### config.mk
export PLATFORM = sky130hd
export DESIGN_NAME = sram_req_arbiter_flat
export DESIGN_NICKNAME = d
export VERILOG_FILES = /design/src/rtl/sram_req_arbiter_if.sv /design/src/rtl/sram_req_arbiter.sv /design/src/flat_wrapper.sv
export SDC_FILE = /design/constraint.sdc
export NUM_CORES = 1
export LEC_CHECK = 0
export CORE_AREA = 2 2 112 114
export CTS_BUF_LIST = sky130_fd_sc_hd__clkbuf_4 sky130_fd_sc_hd__clkbuf_8 sky130_fd_sc_hd__clkbuf_16
export CTS_CLUSTER_DIAMETER = 60
export DETAILED_ROUTE_END_ITERATION = 10
export DIE_AREA = 0 0 114 116
export GPL_TIMING_DRIVEN = 0
export SETUP_SLACK_MARGIN = 0.02
export SLEW_MARGIN = 20
export SYNTH_ARGS = -nofsm -noshare
export SYNTH_HDL_FRONTEND = slang
export SYNTH_SLANG_ARGS = --single-unit
### constraint.sdc
create_clock -name clk -period 2.65 [get_ports clk]
set_clock_uncertainty 0.05 [all_clocks]
set_input_delay 0.265 -clock clk [delete_from_list [all_inputs] [get_ports clk]]
set_output_delay 0.265 -clock clk [all_outputs]
set_load 0.02 [all_outputs]
### src/rtl/sram_req_arbiter_if.sv
// sram_req_arbiter_if
//   Bundles the three sram-like links around the arbiter: the instruction
//   requester, the data requester and the shared downstream bus port.
//   Handshake: a requester holds req and its fields until the cycle in which
//   addr_ok is high (that cycle is the transfer). data_ok is a one-cycle pulse
//   with rdata valid in the same cycle, and it has no back-pressure. The bus
//   side uses the same rules, with the arbiter as the requester.
//   Modports:
//     slave  - arbiter view: requester signals in, bus request out
//     master - environment view (pipeline plus bus bridge): the reverse
interface sram_req_arbiter_if;
    logic        inst_sram_req;
    logic [31:0] inst_sram_addr;
    logic        inst_sram_addr_ok;
    logic        inst_sram_data_ok;
    logic [31:0] inst_sram_rdata;

    logic        data_sram_req;
    logic        data_sram_wr;
    logic [1:0]  data_sram_size;
    logic [31:0] data_sram_addr;
    logic [3:0]  data_sram_wstrb;
    logic [31:0] data_sram_wdata;
    logic        data_sram_addr_ok;
    logic        data_sram_data_ok;
    logic [31:0] data_sram_rdata;

    logic        bus_req;
    logic        bus_wr;
    logic [1:0]  bus_size;
    logic [31:0] bus_addr;
    logic [3:0]  bus_wstrb;
    logic [31:0] bus_wdata;
    logic        bus_addr_ok;
    logic        bus_data_ok;
    logic [31:0] bus_rdata;

    modport slave (
        input  inst_sram_req, inst_sram_addr,
        output inst_sram_addr_ok, inst_sram_data_ok, inst_sram_rdata,
        input  data_sram_req, data_sram_wr, data_sram_size, data_sram_addr,
        input  data_sram_wstrb, data_sram_wdata,
        output data_sram_addr_ok, data_sram_data_ok, data_sram_rdata,
        output bus_req, bus_wr, bus_size, bus_addr, bus_wstrb, bus_wdata,
        input  bus_addr_ok, bus_data_ok, bus_rdata
    );

    modport master (
        output inst_sram_req, inst_sram_addr,
        input  inst_sram_addr_ok, inst_sram_data_ok, inst_sram_rdata,
        output data_sram_req, data_sram_wr, data_sram_size, data_sram_addr,
        output data_sram_wstrb, data_sram_wdata,
        input  data_sram_addr_ok, data_sram_data_ok, data_sram_rdata,
        input  bus_req, bus_wr, bus_size, bus_addr, bus_wstrb, bus_wdata,
        output bus_addr_ok, bus_data_ok, bus_rdata
    );
endinterface

### src/rtl/sram_req_arbiter.sv
// sram_req_arbiter
//   Shares one sram-like bus port between the instruction requester and the
//   data requester. Address phases are granted with a fixed priority.
//   Once a grant has been offered on the bus it stays locked until the bus
//   accepts it. Every accepted transaction pushes an owner tag
//   (0 = inst, 1 = data) into a small FIFO. In-order bus responses pop that
//   FIFO and are steered to the owner. addr_ok and data_ok pass through
//   combinationally, so the arbiter adds no latency.
//   Ports:
//     clk, reset      clock, synchronous active-high reset
//     sif             requester and bus links (slave modport)
//     dbg_lock_state  lock FSM state (0 = unlocked, 1 = inst, 2 = data)
//     dbg_count       outstanding transaction count
module sram_req_arbiter #(
    parameter int MAX_OUTSTANDING = 2,    // 1..4
    parameter bit DATA_PRIO       = 1'b1  // 1: data wins a tie
) (
    input  logic               clk,
    input  logic               reset,
    sram_req_arbiter_if.slave  sif,
    output logic [1:0]         dbg_lock_state,
    output logic [2:0]         dbg_count
);
    typedef enum logic [1:0] {
        LOCK_NONE = 2'd0,
        LOCK_INST = 2'd1,
        LOCK_DATA = 2'd2
    } lock_state_t;

    localparam logic [2:0] MAX_CNT  = 3'(MAX_OUTSTANDING);
    localparam logic [1:0] LAST_PTR = 2'(MAX_OUTSTANDING - 1);

    lock_state_t state_q, state_d;
    logic [2:0]  count_q, count_d;
    logic [1:0]  wr_ptr_q, rd_ptr_q;
    logic [3:0]  tag_q;

    logic lock_v, grant, head_tag, pop, push, full, bus_req_int;

    function automatic logic [1:0] next_ptr(input logic [1:0] p);
        return (p == LAST_PTR) ? 2'd0 : p + 2'd1;
    endfunction

    // A stray response (nothing outstanding) is ignored entirely.
    assign pop      = !reset && sif.bus_data_ok && (count_q != 3'd0);
    assign head_tag = tag_q[rd_ptr_q];
    // A pop in this cycle frees its slot before the push is considered.
    assign full     = (count_q == MAX_CNT) && !pop;
    assign lock_v   = (state_q != LOCK_NONE);

    always_comb begin
        grant = 1'b0;
        if (lock_v) begin
            grant = (state_q == LOCK_DATA);
        end else if (DATA_PRIO) begin
            grant = sif.data_sram_req;
        end else begin
            grant = !sif.inst_sram_req;
        end
    end

    assign bus_req_int = !reset && !full &&
                         (lock_v || sif.inst_sram_req || sif.data_sram_req);
    assign push        = bus_req_int && sif.bus_addr_ok;

    // Lock FSM: an offered but unaccepted grant is pinned; while full,
    // no request is offered, so the lock simply holds.
    always_comb begin
        state_d = state_q;
        if (push) begin
            state_d = LOCK_NONE;
        end else if (bus_req_int) begin
            state_d = grant ? LOCK_DATA : LOCK_INST;
        end
    end

    assign count_d = count_q + 3'(push) - 3'(pop);

    always_ff @(posedge clk) begin
        if (reset) begin
            state_q  <= LOCK_NONE;
            count_q  <= 3'd0;
            wr_ptr_q <= 2'd0;
            rd_ptr_q <= 2'd0;
            tag_q    <= 4'd0;
        end else begin
            state_q <= state_d;
            count_q <= count_d;
            if (push) begin
                tag_q[wr_ptr_q] <= grant;
                wr_ptr_q        <= next_ptr(wr_ptr_q);
            end
            if (pop) begin
                rd_ptr_q <= next_ptr(rd_ptr_q);
            end
        end
    end

    // Bus fields are zero whenever no request is offered.
    always_comb begin
        sif.bus_wr    = 1'b0;
        sif.bus_size  = 2'd0;
        sif.bus_addr  = 32'd0;
        sif.bus_wstrb = 4'd0;
        sif.bus_wdata = 32'd0;
        if (bus_req_int) begin
            if (grant) begin
                sif.bus_wr    = sif.data_sram_wr;
                sif.bus_size  = sif.data_sram_size;
                sif.bus_addr  = sif.data_sram_addr;
                sif.bus_wstrb = sif.data_sram_wr ? sif.data_sram_wstrb : 4'd0;
                sif.bus_wdata = sif.data_sram_wdata;
            end else begin
                sif.bus_size  = 2'd2;
                sif.bus_addr  = sif.inst_sram_addr;
            end
        end
    end

    assign sif.bus_req           = bus_req_int;
    assign sif.inst_sram_addr_ok = push && !grant;
    assign sif.data_sram_addr_ok = push && grant;
    assign sif.inst_sram_data_ok = pop && !head_tag;
    assign sif.data_sram_data_ok = pop && head_tag;
    assign sif.inst_sram_rdata   = reset ? 32'd0 : sif.bus_rdata;
    assign sif.data_sram_rdata   = reset ? 32'd0 : sif.bus_rdata;

    assign dbg_lock_state = state_q;
    assign dbg_count      = count_q;
endmodule

### src/flat_wrapper.sv
// flat-port wrapper written by rule: the top's interface ports become plain ports
module sram_req_arbiter_flat 
#(
    parameter int MAX_OUTSTANDING = 2,           
    parameter bit DATA_PRIO       = 1'b1                       
)
  (clk, reset, dbg_lock_state, dbg_count, sif_inst_sram_req, sif_inst_sram_addr, sif_inst_sram_addr_ok, sif_inst_sram_data_ok, sif_inst_sram_rdata, sif_data_sram_req, sif_data_sram_wr, sif_data_sram_size, sif_data_sram_addr, sif_data_sram_wstrb, sif_data_sram_wdata, sif_data_sram_addr_ok, sif_data_sram_data_ok, sif_data_sram_rdata, sif_bus_req, sif_bus_wr, sif_bus_size, sif_bus_addr, sif_bus_wstrb, sif_bus_wdata, sif_bus_addr_ok, sif_bus_data_ok, sif_bus_rdata);
  sram_req_arbiter_if sif_i ();
  input  logic clk;
  input  logic reset;
  output logic [1:0] dbg_lock_state;
  output logic [2:0] dbg_count;
  input wire logic [$bits(sif_i.inst_sram_req)-1:0] sif_inst_sram_req;
  input wire logic [$bits(sif_i.inst_sram_addr)-1:0] sif_inst_sram_addr;
  output wire logic [$bits(sif_i.inst_sram_addr_ok)-1:0] sif_inst_sram_addr_ok;
  output wire logic [$bits(sif_i.inst_sram_data_ok)-1:0] sif_inst_sram_data_ok;
  output wire logic [$bits(sif_i.inst_sram_rdata)-1:0] sif_inst_sram_rdata;
  input wire logic [$bits(sif_i.data_sram_req)-1:0] sif_data_sram_req;
  input wire logic [$bits(sif_i.data_sram_wr)-1:0] sif_data_sram_wr;
  input wire logic [$bits(sif_i.data_sram_size)-1:0] sif_data_sram_size;
  input wire logic [$bits(sif_i.data_sram_addr)-1:0] sif_data_sram_addr;
  input wire logic [$bits(sif_i.data_sram_wstrb)-1:0] sif_data_sram_wstrb;
  input wire logic [$bits(sif_i.data_sram_wdata)-1:0] sif_data_sram_wdata;
  output wire logic [$bits(sif_i.data_sram_addr_ok)-1:0] sif_data_sram_addr_ok;
  output wire logic [$bits(sif_i.data_sram_data_ok)-1:0] sif_data_sram_data_ok;
  output wire logic [$bits(sif_i.data_sram_rdata)-1:0] sif_data_sram_rdata;
  output wire logic [$bits(sif_i.bus_req)-1:0] sif_bus_req;
  output wire logic [$bits(sif_i.bus_wr)-1:0] sif_bus_wr;
  output wire logic [$bits(sif_i.bus_size)-1:0] sif_bus_size;
  output wire logic [$bits(sif_i.bus_addr)-1:0] sif_bus_addr;
  output wire logic [$bits(sif_i.bus_wstrb)-1:0] sif_bus_wstrb;
  output wire logic [$bits(sif_i.bus_wdata)-1:0] sif_bus_wdata;
  input wire logic [$bits(sif_i.bus_addr_ok)-1:0] sif_bus_addr_ok;
  input wire logic [$bits(sif_i.bus_data_ok)-1:0] sif_bus_data_ok;
  input wire logic [$bits(sif_i.bus_rdata)-1:0] sif_bus_rdata;
  assign sif_i.inst_sram_req = sif_inst_sram_req;
  assign sif_i.inst_sram_addr = sif_inst_sram_addr;
  assign sif_inst_sram_addr_ok = sif_i.inst_sram_addr_ok;
  assign sif_inst_sram_data_ok = sif_i.inst_sram_data_ok;
  assign sif_inst_sram_rdata = sif_i.inst_sram_rdata;
  assign sif_i.data_sram_req = sif_data_sram_req;
  assign sif_i.data_sram_wr = sif_data_sram_wr;
  assign sif_i.data_sram_size = sif_data_sram_size;
  assign sif_i.data_sram_addr = sif_data_sram_addr;
  assign sif_i.data_sram_wstrb = sif_data_sram_wstrb;
  assign sif_i.data_sram_wdata = sif_data_sram_wdata;
  assign sif_data_sram_addr_ok = sif_i.data_sram_addr_ok;
  assign sif_data_sram_data_ok = sif_i.data_sram_data_ok;
  assign sif_data_sram_rdata = sif_i.data_sram_rdata;
  assign sif_bus_req = sif_i.bus_req;
  assign sif_bus_wr = sif_i.bus_wr;
  assign sif_bus_size = sif_i.bus_size;
  assign sif_bus_addr = sif_i.bus_addr;
  assign sif_bus_wstrb = sif_i.bus_wstrb;
  assign sif_bus_wdata = sif_i.bus_wdata;
  assign sif_i.bus_addr_ok = sif_bus_addr_ok;
  assign sif_i.bus_data_ok = sif_bus_data_ok;
  assign sif_i.bus_rdata = sif_bus_rdata;
  sram_req_arbiter #(.MAX_OUTSTANDING(MAX_OUTSTANDING), .DATA_PRIO(DATA_PRIO)) u_core (.clk(clk), .reset(reset), .sif(sif_i), .dbg_lock_state(dbg_lock_state), .dbg_count(dbg_count));
endmodule
# [Yosys cells after proc, flatten, opt, wreduce, memory -nomap -nowiden]
# Cells that the tools add are included.
[word_totals] regBits=13 input_bits=141 out_inout_bits=145 word_cells=58
[op_classes] n_addsub=4 magnitude_cmp=3 n_eq_ne=4 n_mux=21 reduce_logical=21
[ops] operator="32-bit 2-to-1 mux" count=5
[ops] operator="4-bit 2-to-1 mux" count=3
[ops] operator="1-bit logical AND" count=11
[ops] operator="2-bit 2-to-1 mux" count=5
[ops] operator="2-bit by 3-bit less-than comparator with 1-bit output (second input constant)" count=2
[ops] operator="1-bit logical NOT" count=5
[ops] operator="1-bit 2-to-1 mux" count=5
[ops] operator="2-bit by 1-bit adder with 2-bit output (second input constant)" count=2
[ops] operator="4-bit bitwise mux" count=1
[ops] operator="2-bit by 1-bit == test with 1-bit output (second input constant)" count=2
[ops] operator="3-bit by 1-bit adder with 3-bit output" count=1
[ops] operator="3-bit by 2-bit == test with 1-bit output (second input constant)" count=1
[ops] operator="3-bit nonzero test" count=1
[ops] operator="3-bit by 1-bit subtractor with 3-bit output" count=1
[ops] operator="1-bit binary-select mux with 2-bit select" count=1
[ops] operator="1-bit demux with 2-bit select" count=1
[ops] operator="2-bit == test (second input constant)" count=1
[ops] operator="2-bit by 1-bit >= comparator with 1-bit output (second input constant)" count=1
[ops] operator="1-bit logical OR" count=2
[ops] operator="2-bit nonzero test" count=1
[ops] operator="2-bit OR reduction" count=1

# [Longest topological paths before layout]
# Gate-level depths: netlist of the first run.
[depth] ltp_word=11 depth_mapped=9 ltp_nobuf=8

# [Worst setup path before layout of the first run]
# Ideal clock, no wire load.
[synth_path] kind="reg-to-reg" startpoint="reg u_core.count_q[2] (netlist: u_core.dbg_count[2])" endpoint="reg u_core.count_q[2] (netlist: u_core.dbg_count[2])" arrival_ps=1870 required_ps=2472 setup_slack_ps=603 stages_incl_launch_ff=9 path_buffers=0 period_less_slack_ps=2047 path_cell_list="dfxtp_1 > nor3_1 > nor2_1 > ha_1 > inv_1 > ha_1 > fa_1 > xnor2_1 > nor2_1"
[synth_via] elab_chain_cells=10 word_cells_on_any_way=11 cone_classes="2 x add/sub; 1 x eq/ne; 8 x reduce/logical"
[synth_rtl] element="start: declaration" line_no="sram_req_arbiter.sv:34" source="logic [2:0] count_q, count_d;"
[synth_rtl] element="start signal: assignment" line_no="sram_req_arbiter.sv:88" source="count_q <= count_d;"
[synth_rtl] element="3-bit nonzero test (*)" line_no="sram_req_arbiter.sv:45" source="assign pop = !reset && sif.bus_data_ok && (count_q != 3'd0);"
[synth_rtl] element="1-bit logical AND (*)" line_no="sram_req_arbiter.sv:45"
[synth_rtl] element="via u_core.pop" line_no="sram_req_arbiter.sv:38" source="logic lock_v, grant, head_tag, pop, push, full, bus_req_int;"
[synth_rtl] element="1-bit logical NOT" line_no="sram_req_arbiter.sv:48" source="assign full = (count_q == MAX_CNT) && !pop;"
[synth_rtl] element="1-bit logical AND" line_no="sram_req_arbiter.sv:48"
[synth_rtl] element="1-bit logical NOT" line_no="sram_req_arbiter.sv:62" source="assign bus_req_int = !reset && !full &&"
[synth_rtl] element="1-bit logical AND (2 in series)" line_no="sram_req_arbiter.sv:62"
[synth_rtl] element="1-bit logical AND" line_no="sram_req_arbiter.sv:64" source="assign push = bus_req_int && sif.bus_addr_ok;"
[synth_rtl] element="3-bit by 1-bit adder with 3-bit output" line_no="sram_req_arbiter.sv:77" source="assign count_d = count_q + 3'(push) - 3'(pop);"
[synth_rtl] element="3-bit by 1-bit subtractor with 3-bit output (*)" line_no="sram_req_arbiter.sv:77"
# Mark *: on every way through the listed nets, which the timed path passes. The rest lies on a longest branch.
# A chain may end at the register's enable or synchronous reset.

# [Worst setup path after layout of the first run]
[layout_path] startpoint="in sif_bus_data_ok" endpoint="out sif_bus_addr[15]"
[layout_via] elab_chain_cells=8
[layout_rtl] element="start: declaration" line_no="flat_wrapper.sv:34" source="input wire logic [$bits(sif_i.bus_data_ok)-1:0] sif_bus_data_ok;"
[layout_rtl] element="1-bit logical AND (2 in series)" line_no="sram_req_arbiter.sv:45"
[layout_rtl] element="1-bit logical NOT" line_no="sram_req_arbiter.sv:48"
[layout_rtl] element="1-bit logical AND" line_no="sram_req_arbiter.sv:48"
[layout_rtl] element="1-bit logical NOT" line_no="sram_req_arbiter.sv:62"
[layout_rtl] element="1-bit logical AND (2 in series)" line_no="sram_req_arbiter.sv:62"
[layout_rtl] element="32-bit 2-to-1 mux" line_no="sram_req_arbiter.sv:106" source="if (bus_req_int) begin"
[layout_rtl] element="end: declaration" line_no="flat_wrapper.sv:30" source="output wire logic [$bits(sif_i.bus_addr)-1:0] sif_bus_addr;"
# Every way passes these cells.

==> results of run 1 <==
==> layout make-up <==
type	count	area, um2	share of cell area [%]
Buffer	59	399	7.75
Sequential cell	13	260	5.05
Timing Repair Buffer	284	2860	55.5
Tap cell	147	184	3.57
Inverter	5	18.8	0.364
Clock buffer	4	82.6	1.60
Multi-Input combinational cell	221	1350	26.2
==> state kept, by name, summed over array words and instances (netlist names) <==
signal and cells:
u_core.tag_q 4, u_core.dbg_count 3, u_core.dbg_lock_state 2, u_core.rd_ptr_q 2, u_core.wr_ptr_q 2
==> Yosys cell counts, drive strengths merged, types with 2 or more instances <==
cell    count  area [um2]
ha          2        25.0
nand3b      2        15.0
nor2b      34         213
dfxtp      13         260
and3        4        25.0
buf        42         318
inv         5        18.8
o311ai      4        35.0
a21oi      36         180
nor3b       4        35.0
xnor2       2        17.5
nand2      36         135
o41ai       4        35.0
and2       35         219
o21ai      35         175
or2         2        12.5
nor2        4        15.0
nor4b       2        38.8
nor3        2        10.0
clkbuf     17        68.8
==> worst max-delay path, cell delays in order <==
cell	delay, ns
sky130_fd_sc_hd__clkdlybuf4s50_1	0.52
sky130_fd_sc_hd__nor4b_4	0.07
sky130_fd_sc_hd__or2_2	0.31
sky130_fd_sc_hd__buf_6	0.15
sky130_fd_sc_hd__buf_2	0.18
sky130_fd_sc_hd__a21oi_1	0.13
sky130_fd_sc_hd__clkdlybuf4s50_1	0.61
==> logic make-up (layout without fill, tap and decap cells) <==
| kind of cell | after synthesis | in the layout | synth area share [%] |
|---|---|---|---|
| simple gates | 133 | 133 | 39.4 |
| compound gates | 81 | 81 | 22.5 |
| buf+inv | 64 | 352 | 20.3 |
| flops | 13 | 13 | 13.0 |
| fa+ha+maj | 3 | 3 | 2.26 |
| xor+xnor | 2 | 2 | 0.878 |
| mux | 2 | 2 | 1.63 |
==> final timing paths <==
| path | startpoint | endpoint | slack [ns] | cells past startpoint |
|---|---|---|---|---|
| setup / recovery | sif_bus_data_ok | sif_bus_addr[15] | 0.09 | 7 |
| hold / removal | sif_bus_addr_ok | u_core.tag_q[3] | 0.37 | 3 |
| setup reg to reg | u_core.dbg_count[1] | u_core.dbg_count[1] | 0.46 | 7 |
| hold reg to reg | u_core.rd_ptr_q[1] | u_core.rd_ptr_q[1] | 0.39 | 2 |
==> layer usage <==
layer / global-route usage [%] / part of all wire, % / vias to the layer above
met2: 26.9 / 52 / 172
met5: 0 / 0 / -
met4: 3.98 / 1.3 / 0
met3: 3.77 / 9.7 / 8
li1: - / - / 1551
met1: 15.1 / 37 / 1357
==> stage by stage <==
| stage | setup slack [ns] | setup TNS, ns | cell area (um2) | utilization, % | total power, uW |
|---|---|---|---|---|---|
| floorplan | 0.603 | 0 | 2000 | - | 784 |
| global placement | -0.347 | -11.05 | 5010 | 42.1 | 1360 |
| detailed placement | -0.351 | -11.81 | 5010 | 42.1 | 1370 |
| CTS | -0.0199 | -0.0222 | 5080 | 42.6 | 1660 |
| global route | 0.0204 | 0 | 5150 | 43.3 | 1730 |
| finish | 0.0851 | 0 | 5150 | 43.3 | 1630 |
==> power groups by stage <==
stage / clock (uW) / combinational (uW) / sequential (uW)
2_1_floorplan: 0 / 516 / 267
3_3_place_gp: 0 / 1100 / 255
3_5_place_dp: 0 / 1110 / 257
4_1_cts: 306 / 1100 / 254
5_1_grt: 313 / 1160 / 258
6_report: 298 / 1070 / 254
==> what timing repair did <==
action,CTS,global route
gates resized for setup,49,33
setup endpoints to repair,74,35
pin swaps,1,0
setup buffers,1,0
==> run summary, run 1 <==
The run finished with clean final reports. Setup repair after global routing left no endpoint under its margin. Max-slew violation count: 0. The count of nets after finishing was 731. The die boundary width was 114 um.

Clock-pin slew was measured on the worst setup and hold paths at 0.05 ns. The run gives 0 as the initial antenna violation count. The data required time at the worst endpoint was 2.34 ns. The tools report the count of max-cap constraint violations as 0. The clock network burns 18.3% of the power.

TritonCTS built the clock tree. For this design the top-level I/O count stands at 286. The floorplan step set the die height to 116 um. The worst setup path is launched from an input port. The layout has 1213 filler cells.

The sum of overflow across all layers after global routing is 0. Wires add up to 10300 um. The transition time of the tightest slew-check pin was 0.509 ns; the number of distinct library cell variants in the gate-level netlist after synthesis was 38. The routed design could run at a clock period as short as 2.56 ns.

The clock root buffer is sky130_fd_sc_hd__clkbuf_16. The congestion estimate from routability-driven global placement came to 0.742. Synthesis handed over a netlist of 298 instances.

The iteration-0 DRC count of the detailed router is 147. The path type of the worst min-delay path was input port to flip-flop. The run gives 733 as the final non-filler cell total. The first-pass detailed-route iteration total is 4, and the largest net degree at the start of global routing is 11.

The critical path is of the input port to primary output type. The run gives 1010 uW as the design internal power. Of the cells placed in the final design, the portion with a size suffix greater than 1 is 11.4%. The critical path data arrival time is 2.25 ns. In this run, flip-flops and latches consume 15.6% of the power. After layout, the worst path uses 96.8% of the clock period.

The placement row count is 40. The commonest non-fill, non-tap cell in the layout is sky130_fd_sc_hd__clkdlybuf4s50_1. The number of synthesis warnings was 0; the net switching fraction of the power was 37.7%. The library cells used most frequently in the layout, excluding fill and tap cells, are sky130_fd_sc_hd__clkdlybuf4s50_1 (215), sky130_fd_sc_hd__dlygate4sd2_1 (40), sky130_fd_sc_hd__nand2_1 (36), sky130_fd_sc_hd__a21oi_1 (36). The net count after synthesis came out at 442.

The routed wire length per instance works out to 14.1 um. The fraction of the yosys area taken by sequential cells came out at 13.0%. The share of power burned in combinational logic is 66.0%. For this design the static power due to leakage is 0.00254 uW. Fraction of registers with async set or reset after synthesis: 0%. In this run the power spent charging and discharging nets is 614 uW. Counting flops and latches in the post-synthesis netlist gives 13. Measured against its own limit, the worst slew margin works out to 66.1%. Power spread over the standard cell area amounts to 316 nW/um2. The setup violation total in the final timing report was 0; the residual antenna-violating net count after detailed routing was 0. The total CTS buffers came out at 3. The number of levels the H-tree was split into is 1.

The floorplan step defined a die boundary enclosing 13200 um2. For the combined global-route utilization of all metal layers, the log shows 14.0%. The antenna diode instance count was 0.

In this run the mean area of a mapped cell was 6.70 um2. The layout overhead on the synthesized area is 158%. Using the TritonRoute via totals, the vias-per-cell ratio works out to 4.21. The tools report the final routed DRC violation total as 0. The number of vias after detailed routing came out at 3088.

The number of failing hold endpoints at the final stage is 0, and the worst hold slack is 0.373 ns. The later pin in the worst-skew pair is clocked with a latency of 0.24 ns. The half-perimeter wire length after placement came out at 8740 um.

The mapped netlist covers 2000 um2. The clock net in this run drives a total of 13 sinks. Hold repair after CTS inserted 0 buffers. The logs give 2 for the maximum number of buffers from clock root to sink and 16.8% for the initial standard-cell utilization of the core. The number of global-route vias before repair came out at 2986. Along the worst path, the maximum fanout reaches 10.

The logs give 11900 um2 for the core region area and 0.000237 V for the maximum vdd drop. For the global-route wire length before repair, the log shows 14900 um. In this run the tool buffered the top-level ports with 283 buffer cells. Element type at the critical path end: a primary output. The number of flops mapped to enable cells by yosys was 0.

Based on the critical path, the design can be clocked at up to 0.390 GHz. The number of cells after detailed placement was 728. The dominant synthesized flop cell was sky130_fd_sc_hd__dfxtp_1.
(Power assumes the default switching activity.)
==> run 2, diff against run 1 <==
--- a/config.mk
+++ b/config.mk
@@ -5,11 +5,12 @@
 export SDC_FILE = /design/constraint.sdc
 export NUM_CORES = 1
 export LEC_CHECK = 0
-export CORE_AREA = 2 2 112 114
+export ABC_AREA = 1
+export CORE_AREA = 2 2 110 112
 export CTS_BUF_LIST = sky130_fd_sc_hd__clkbuf_4 sky130_fd_sc_hd__clkbuf_8 sky130_fd_sc_hd__clkbuf_16
 export CTS_CLUSTER_DIAMETER = 60
 export DETAILED_ROUTE_END_ITERATION = 10
-export DIE_AREA = 0 0 114 116
+export DIE_AREA = 0 0 112 114
 export GPL_TIMING_DRIVEN = 0
 export SETUP_SLACK_MARGIN = 0.02
 export SLEW_MARGIN = 20
==> run summary, run 2 <==
Counting flops per register, the top entry is u_core.tag_q. The worst setup path is of the input port to primary output kind. The logs give 13 (unchanged) for the number of sinks handled by clock tree synthesis and 692 uW (+13%) for the switching power of the nets.

In the post-synthesis netlist, the biggest area contributors are sky130_fd_sc_hd__nand2_1 (28%), sky130_fd_sc_hd__nor2_1 (18%), sky130_fd_sc_hd__dfxtp_1 (14%). The setup violation total in the final timing report was 0 (unchanged); the number of cells after detailed placement was 816 (+12%). STA classifies the critical path startpoint as an input port.

The min-delay analysis places its worst path in the category input port to flip-flop. The tree is rooted in a sky130_fd_sc_hd__clkbuf_16. The count of nets after finishing is 820 (+12%), and the number of flip-flops under the largest register name is 4 (unchanged). The logs give 0 ns (unchanged) for the setup TNS after final layout and 0.000285 V (+21%) for the maximum vdd drop. The worst max-slew margin expressed relative to the limit came out at 71.3% (+5.2 points).

The area of all sequential standard cells was 260 um2 (unchanged); the largest net degree at the start of global routing was 11 (unchanged). The post-synthesis instance total was 385 (+29%). The die boundary width came out at 112 um (-1.8%). The per-instance average area after synthesis was 4.94 um2 (-26%); the routability congestion estimate was 0.797 (+7.4%). The design internal power is 1020 uW (+1.1%), and the initial standard-cell utilization of the core is 16.2% (-0.50 points). The run gives 2.34 ns (about the same) as the data required time at the worst endpoint. Multi-input gate area in the final layout: 1120 um2 (-17%). The worst hold slack was 0.302 ns (-0.0707 ns); the max-slew violation count was 0 (unchanged). The shortest period the worst path allows was 2.52 ns (-0.0459 ns); the number of filler cells placed in the layout was 1208 (-0.41%). The clock-pin slew of the registers on the worst-case setup and hold paths was 0.04 ns (about the same); the total CTS buffers was 3 (unchanged). The placement row count was 40 (unchanged); the minimum setup slack after placement was -0.218 ns (+0.133 ns).

For the combined global-route utilization of all metal layers, the log shows 14.6% (+0.56 points). The initial antenna violation count was 0 (unchanged). The post-synthesis cell type with the largest combined area is sky130_fd_sc_hd__nand2_1.

The number of synthesis warnings was 0 (unchanged). For the final wirelength, the log shows 10300 um (-0.22%). Leaving out fill and tap cells, the most frequent cells in the layout are sky130_fd_sc_hd__clkdlybuf4s50_1 (235), sky130_fd_sc_hd__nand2_1 (142), sky130_fd_sc_hd__nor2_1 (93).

The synthesis-stage register bit count is 13 (unchanged). The run finished with clean final reports. The tools report the number of top-level pins as 286 (unchanged).

Cell leakage power: 0.00307 uW (+21%). For the count of max-cap constraint violations, the log shows 0 (unchanged). The count of buffers from port buffering came out at 284 (+0.35%).

The final worst slack was 0.131 ns (+0.0459 ns); the transition time of the tightest slew-check pin was 0.430 ns (-0.0787 ns). Traced cell by cell, the critical path runs through clkdlybuf4s50_1 > nor2_1 > nand2_1 > nand3_4 > buf_4 > buf_2 > nor2_1 > clkdlybuf4s50_1. For the post-synthesis instance area, the log shows 1900 um2 (-4.6%). The final non-filler cell total is 822 (+12%), and the share of the cycle needed by the critical path after routing is 95.1% (-1.7 points). The height of the die came out at 114 um (-1.7%). The number of global-route vias before repair was 3117 (+4.4%). For the highest clock frequency the design can meet, the log shows 0.397 GHz (+1.8%). The fraction of registers with async set or reset after synthesis works out to 0% (unchanged). The iteration-0 DRC count of the detailed router is 93 (-37%), and the delay of the slowest critical-path stage is 0.61 ns (about the same). The critical path data arrival time was 2.20 ns (-0.05 ns); the residual antenna-violating net count after detailed routing was 0 (unchanged).

The net count after synthesis was 529 (+20%). sky130_fd_sc_hd__nand2_1 is the most common cell in the netlist. The run gives 12800 um2 (-3.4%) as the total die area. TritonCTS built the clock tree. The share of the synthesized area in the top cell type was 28.0% (+15 points); the number of vias after detailed routing was 3220 (+4.3%). STA classifies the critical path endpoint as a primary output. The antenna diode instance count was 0 (unchanged); the highest net fanout along the worst path was 10 (unchanged). The global-route wire length before repair is 15300 um (+2.5%). The power per unit of standard cell area was 333 nW/um2 (+5.4%).

Setup repair after global routing could not meet its margin everywhere. The number of distinct library cell variants in the gate-level netlist after synthesis was 23 (-39%). For the source-to-sink clock delay at the later pin of the worst-skew pair, the log shows 0.24 ns (about the same). By count the netlist is led by sky130_fd_sc_hd__nand2_1 (142), sky130_fd_sc_hd__nor2_1 (93), sky130_fd_sc_hd__inv_1 (53). The number of failing hold endpoints at the final stage was 0 (unchanged). The tools report the fraction of the yosys area taken by sequential cells as 13.7% (+0.63 points).

For this run, the leading register cell type out of synthesis is sky130_fd_sc_hd__dfxtp_1. The tools report the fraction of power consumed by sequential logic as 14.2% (-1.4 points). The slowest cell on the critical path was sky130_fd_sc_hd__clkdlybuf4s50_1. The half-perimeter wire length after placement is 8840 um (+1.2%), and the first-pass detailed-route iteration total is 4 (unchanged).

The share of power burned in combinational logic is 69.4% (+3.4 points). The core region area is 11700 um2 (-1.7%). The number of flops mapped to enable cells by yosys was 0 (unchanged). The average vias per placed instance is 3.92 (-7.0%), and the final routed DRC violation total is 0 (unchanged).

The run gives 2 (unchanged) as the maximum number of buffers from clock root to sink. Fraction of final layout cells sized beyond drive strength 1: 9.04% (-2.4 points). The net switching fraction of the power was 40.3% (+2.6 points). Routed wire length per instance: 12.5 um (-11%).

For the sum of overflow across all layers after global routing, the log shows 0 (unchanged). The clock network fraction of design power came out at 16.5% (-1.8 points). Compared with the post-synthesis result, the final layout area differs by 171%.

Number of levels the H-tree was split into: 1 (unchanged). The commonest non-fill, non-tap cell in the layout is sky130_fd_sc_hd__clkdlybuf4s50_1.
run 2: cell count changes after synthesis, sizes merged, moves of 6 or more:
cell | previous run | this run
nand3 | 1 | 7
and2 | 35 | 1
clkbuf | 17 | 2
a21oi | 36 | 8
nand2 | 36 | 143
o21ai | 35 | 4
nor2b | 34 | 0
nor2 | 4 | 97
buf | 42 | 49
inv | 5 | 54
run 2: cell type report:
cell class	instances	area share (%)
flip-flops and latches	13	5.05
multi-input cells	267	21.7
well taps	147	3.57
plain buffers	51	6.77
clock buffers	3	1.46
inverters	54	3.93
repair buffers	286	57.5
clock inverters	1	0.0971
run 2: path summary, 6_finish.rpt:
kind,slack (ns),end,depth (start not counted),startpoint
setup / recovery,0.13,sif_bus_wdata[30],8,sif_bus_data_ok
hold / removal,0.30,u_core.dbg_count[0],2,reset
setup reg to reg,0.61,u_core.dbg_count[2],9,u_core.dbg_lock_state[1]
hold reg to reg,0.39,u_core.rd_ptr_q[1],2,u_core.rd_ptr_q[1]
run 2: per-stage QoR:
step           cell area (um2)  total power, uW  utilization (%)
4_1_cts                   5030             1750             43.0
5_1_grt                   5150             1830             44.0
2_1_floorplan             1900              814                -
3_5_place_dp              4930             1450             42.1
3_3_place_gp              4930             1440             42.1
6_report                  5150             1720             44.0
run 2: what timing repair did:
action                                 in CTS  in global routing
setup endpoints to repair                  48                 48
buffers inserted                            2                  0
pin swaps                                   1                  0
endpoints found under the hold margin       0                  0
resized for setup                          11                 50
hold buffers                                0                  0
run 2: cells by family after synthesis:
family	share of synthesized area, %
adder cells (fa/ha/maj)	2.37
AND/OR/NAND/NOR	51.7
buffers and inverters	27.9
AO/OA/AOI/OAI	3.48
XOR/XNOR	0.921
flip-flops	13.7
run 2: power by group through the flow:
| stage | clock, uW | sequential (uW) | combinational (uW) |
|---|---|---|---|
| floorplan | 0 | 262 | 551 |
| global placement | 0 | 246 | 1190 |
| detailed placement | 0 | 246 | 1210 |
| CTS | 290 | 243 | 1220 |
| global route | 302 | 247 | 1280 |
| finish | 282 | 243 | 1190 |
run 2: worst max-delay path: cells and delay by family:
kind	cells	cell delay, ns
buffers and inverters	4	1.51
AND/OR/NAND/NOR	4	0.41
run 2: per-layer routing:
| layer | vias to the layer above | global-route usage, % | share of wire (%) |
|---|---|---|---|
| met5 | - | 0 | 0 |
| met4 | 0 | 0.813 | 0.17 |
| met3 | 2 | 5.05 | 11 |
| met2 | 176 | 29.6 | 53 |
| met1 | 1383 | 15.1 | 35 |
| li1 | 1659 | - | - |
==> run 3, diff against run 2 <==
==> constraint.sdc (replaced) <==
create_clock -name clk -period 2.65 [get_ports clk]
set_clock_uncertainty 0.05 [all_clocks]
set_input_delay 0.265 -clock clk [delete_from_list [all_inputs] [get_ports clk]]
set_output_delay 0.265 -clock clk [all_outputs]
set_load 0.05 [all_outputs]
==> run summary, run 3 (synthesis gave the netlist of run 2 again) <==
The average vias per placed instance came out at 3.90 (-0.47%). The critical path starts at sif_data_sram_req. The logs give 0 (unchanged) for the residual antenna-violating net count after detailed routing and 816 (unchanged) for the number of cells after detailed placement. The routed wire length per instance works out to 12.5 um (-0.13%). The logs give 0.24 ns (about the same) for the source-to-sink clock delay at the later pin of the worst-skew pair and 4810 um2 (-6.7%) for the post-route cell area. The die boundary width is 112 um (unchanged), and the highest net fanout along the worst path is 10 (unchanged). The critical path is of the input port to primary output type. The iteration-0 DRC count of the detailed router came out at 106 (+14%). The run gives 1 (unchanged) as the number of levels the H-tree was split into.

For the initial standard-cell utilization of the core, the log shows 16.2% (unchanged). met2 is the most crowded layer. Largest net degree at the start of global routing: 11 (unchanged). Setup repair after global routing left no endpoint under its margin. Count of buffers from port buffering: 284 (unchanged). For the number of vias after detailed routing, the log shows 3201 (-0.59%).

The first-pass detailed-route iteration total is 4 (unchanged). The power per unit of standard cell area works out to 424 nW/um2 (+27%). The number of global-route vias before repair was 3120 (+0.096%).

The logs give 59.6% (-12 points) for the worst max-slew margin expressed relative to the limit and 0 ns (unchanged) for the setup TNS after final layout. The final non-filler cell total is 821 (-0.12%), and the total CTS buffers is 3 (unchanged). For the count of max-cap constraint violations, the log shows 0 (unchanged).

The clock-pin slew of the registers on the worst-case setup and hold paths works out to 0.04 ns (about the same). TritonCTS built the clock tree. The height of the die works out to 114 um (unchanged). The run gives 1240 (+2.6%) as the number of filler cells placed in the layout. The met2 global-route usage was 29.7% (+0.16 points).

The setup violation total in the final timing report was 0 (unchanged). The startpoint identified for the worst register-to-register timing path is u_core.dbg_count[1]. Routability congestion estimate: 0.797 (unchanged). The global-route met1 utilization came out at 14.9% (-0.16 points). The worst setup path is launched from an input port.

For the worst hold slack, the log shows 0.302 ns (-0.0000620 ns). The cell leakage power is 0.00256 uW (-17%). The logs give 0 (unchanged) for the initial antenna violation count and 8840 um (unchanged) for the half-perimeter wire length after placement. For the maximum vdd drop, the log shows 0.000316 V (+11%). For the sum of overflow across all layers after global routing, the log shows 0 (unchanged). For the number of failing hold endpoints at the final stage, the log shows 0 (unchanged).

Fraction of final layout cells sized beyond drive strength 1: 15.3% (+6.2 points). The highest clock frequency the design can meet is 0.400 GHz (+0.66%). The combined global-route utilization of all metal layers is 14.6% (+0.022 points).

The run gives 13 (unchanged) as the number of sinks handled by clock tree synthesis. The tools report the final wirelength as 10300 um (-0.25%). The library cell used most frequently in the layout, excluding fill and tap cells, is sky130_fd_sc_hd__clkdlybuf4s50_1. The run gives 2.19 ns (about the same) as the critical path data arrival time.

The run finished with clean final reports. Path type of the worst min-delay path: input port to flip-flop. The tools report the final routed DRC violation total as 0 (unchanged). The run gives 2040 uW (+19%) as the post-layout total power. The maximum number of buffers from clock root to sink came out at 2 (unchanged). The transition time of the tightest slew-check pin came out at 0.604 ns (+0.174 ns). Quantity of hold-fixing buffers added after cts: 0 (unchanged). u_core.tag_q holds more flip-flops than any other register. Relative to the synthesized area, the layout overhead comes to 153%. The source of the worst hold timing path is reset. For the antenna diode instance count, the log shows 0 (unchanged). Global-route met3 utilization: 5.05% (unchanged).

The shortest period the worst path allows came out at 2.50 ns (-0.0165 ns). The tools report the clock root buffer as sky130_fd_sc_hd__clkbuf_16. The placement row count is 40 (unchanged), and the count of nets after finishing is 819 (-0.12%). The data required time at the worst endpoint was 2.34 ns (about the same); the number of top-level pins was 286 (unchanged).

The share of the cycle needed by the critical path after routing works out to 94.4% (-0.62 points). The core region area was 11700 um2 (unchanged). The element type at the critical path end is a primary output. The number of flip-flops under the largest register name is 4 (unchanged). The area after detailed placement is 4930 um2 (unchanged), and the global-route wire length before repair is 15300 um (about the same). Leaving out fill and tap cells, the most frequent cells in the layout are sky130_fd_sc_hd__clkdlybuf4s50_1 (210), sky130_fd_sc_hd__nand2_1 (142), sky130_fd_sc_hd__nor2_1 (93).

The tools report the max-slew violation count as 0 (unchanged). The total die area is 12800 um2 (unchanged).
-- run 3: power by group --
part           internal [uW]  switching, uW
Combinational            531            985
Clock                    201           81.8
Sequential               220           23.2
-- run 3: through the flow --
step | utilization (%) | worst slack (ns)
2_1_floorplan | - | 0.321
4_1_cts | 42.7 | 0.0122
6_report | 41.1 | 0.147
3_3_place_gp | 42.1 | -0.416
5_1_grt | 41.1 | 0.0168
3_5_place_dp | 42.1 | -0.417
-- run 3: final cells by class --
type	instances	area, um2	share of cell area (%)
clock inverter	1	5.00	0.104
sequential	13	260	5.41
clock buffer	3	75.1	1.56
timing repair buffer	285	2640	54.9
inverter	54	203	4.21
tap	147	184	3.82
buffer	51	332	6.89
multi-input combinational	267	1110	23.1
-- run 3: what timing repair did --
| action | CTS | global route |
|---|---|---|
| resized for setup | 133 | 89 |
| setup endpoints to repair | 69 | 54 |
| pin swaps | 0 | 1 |
| buffers inserted | 0 | 1 |
-- run 3: worst max-delay path: stages --
cell,delay [ns]
sky130_fd_sc_hd__clkdlybuf4s50_1,0.48
sky130_fd_sc_hd__nor2_2,0.07
sky130_fd_sc_hd__nor2_4,0.26
sky130_fd_sc_hd__buf_1,0.37
sky130_fd_sc_hd__nand2_1,0.09
sky130_fd_sc_hd__nor2_1,0.10
sky130_fd_sc_hd__dlygate4sd2_1,0.55
-- run 3: worst paths after layout --
path                                       endpoint  slack [ns]  cells after the start
worst max-delay path              sif_bus_wdata[25]        0.15                      7
worst min-delay path            u_core.dbg_count[0]        0.30                      2
worst max register to register  u_core.dbg_count[2]        0.63                     10
worst min register to register   u_core.rd_ptr_q[1]        0.39                      2
-- run 3: per-layer routing --
metal,vias up,share of wire [%]
met5,-,0
met4,0,0.30
met3,4,11
met2,177,53
met1,1362,36
li1,1658,-
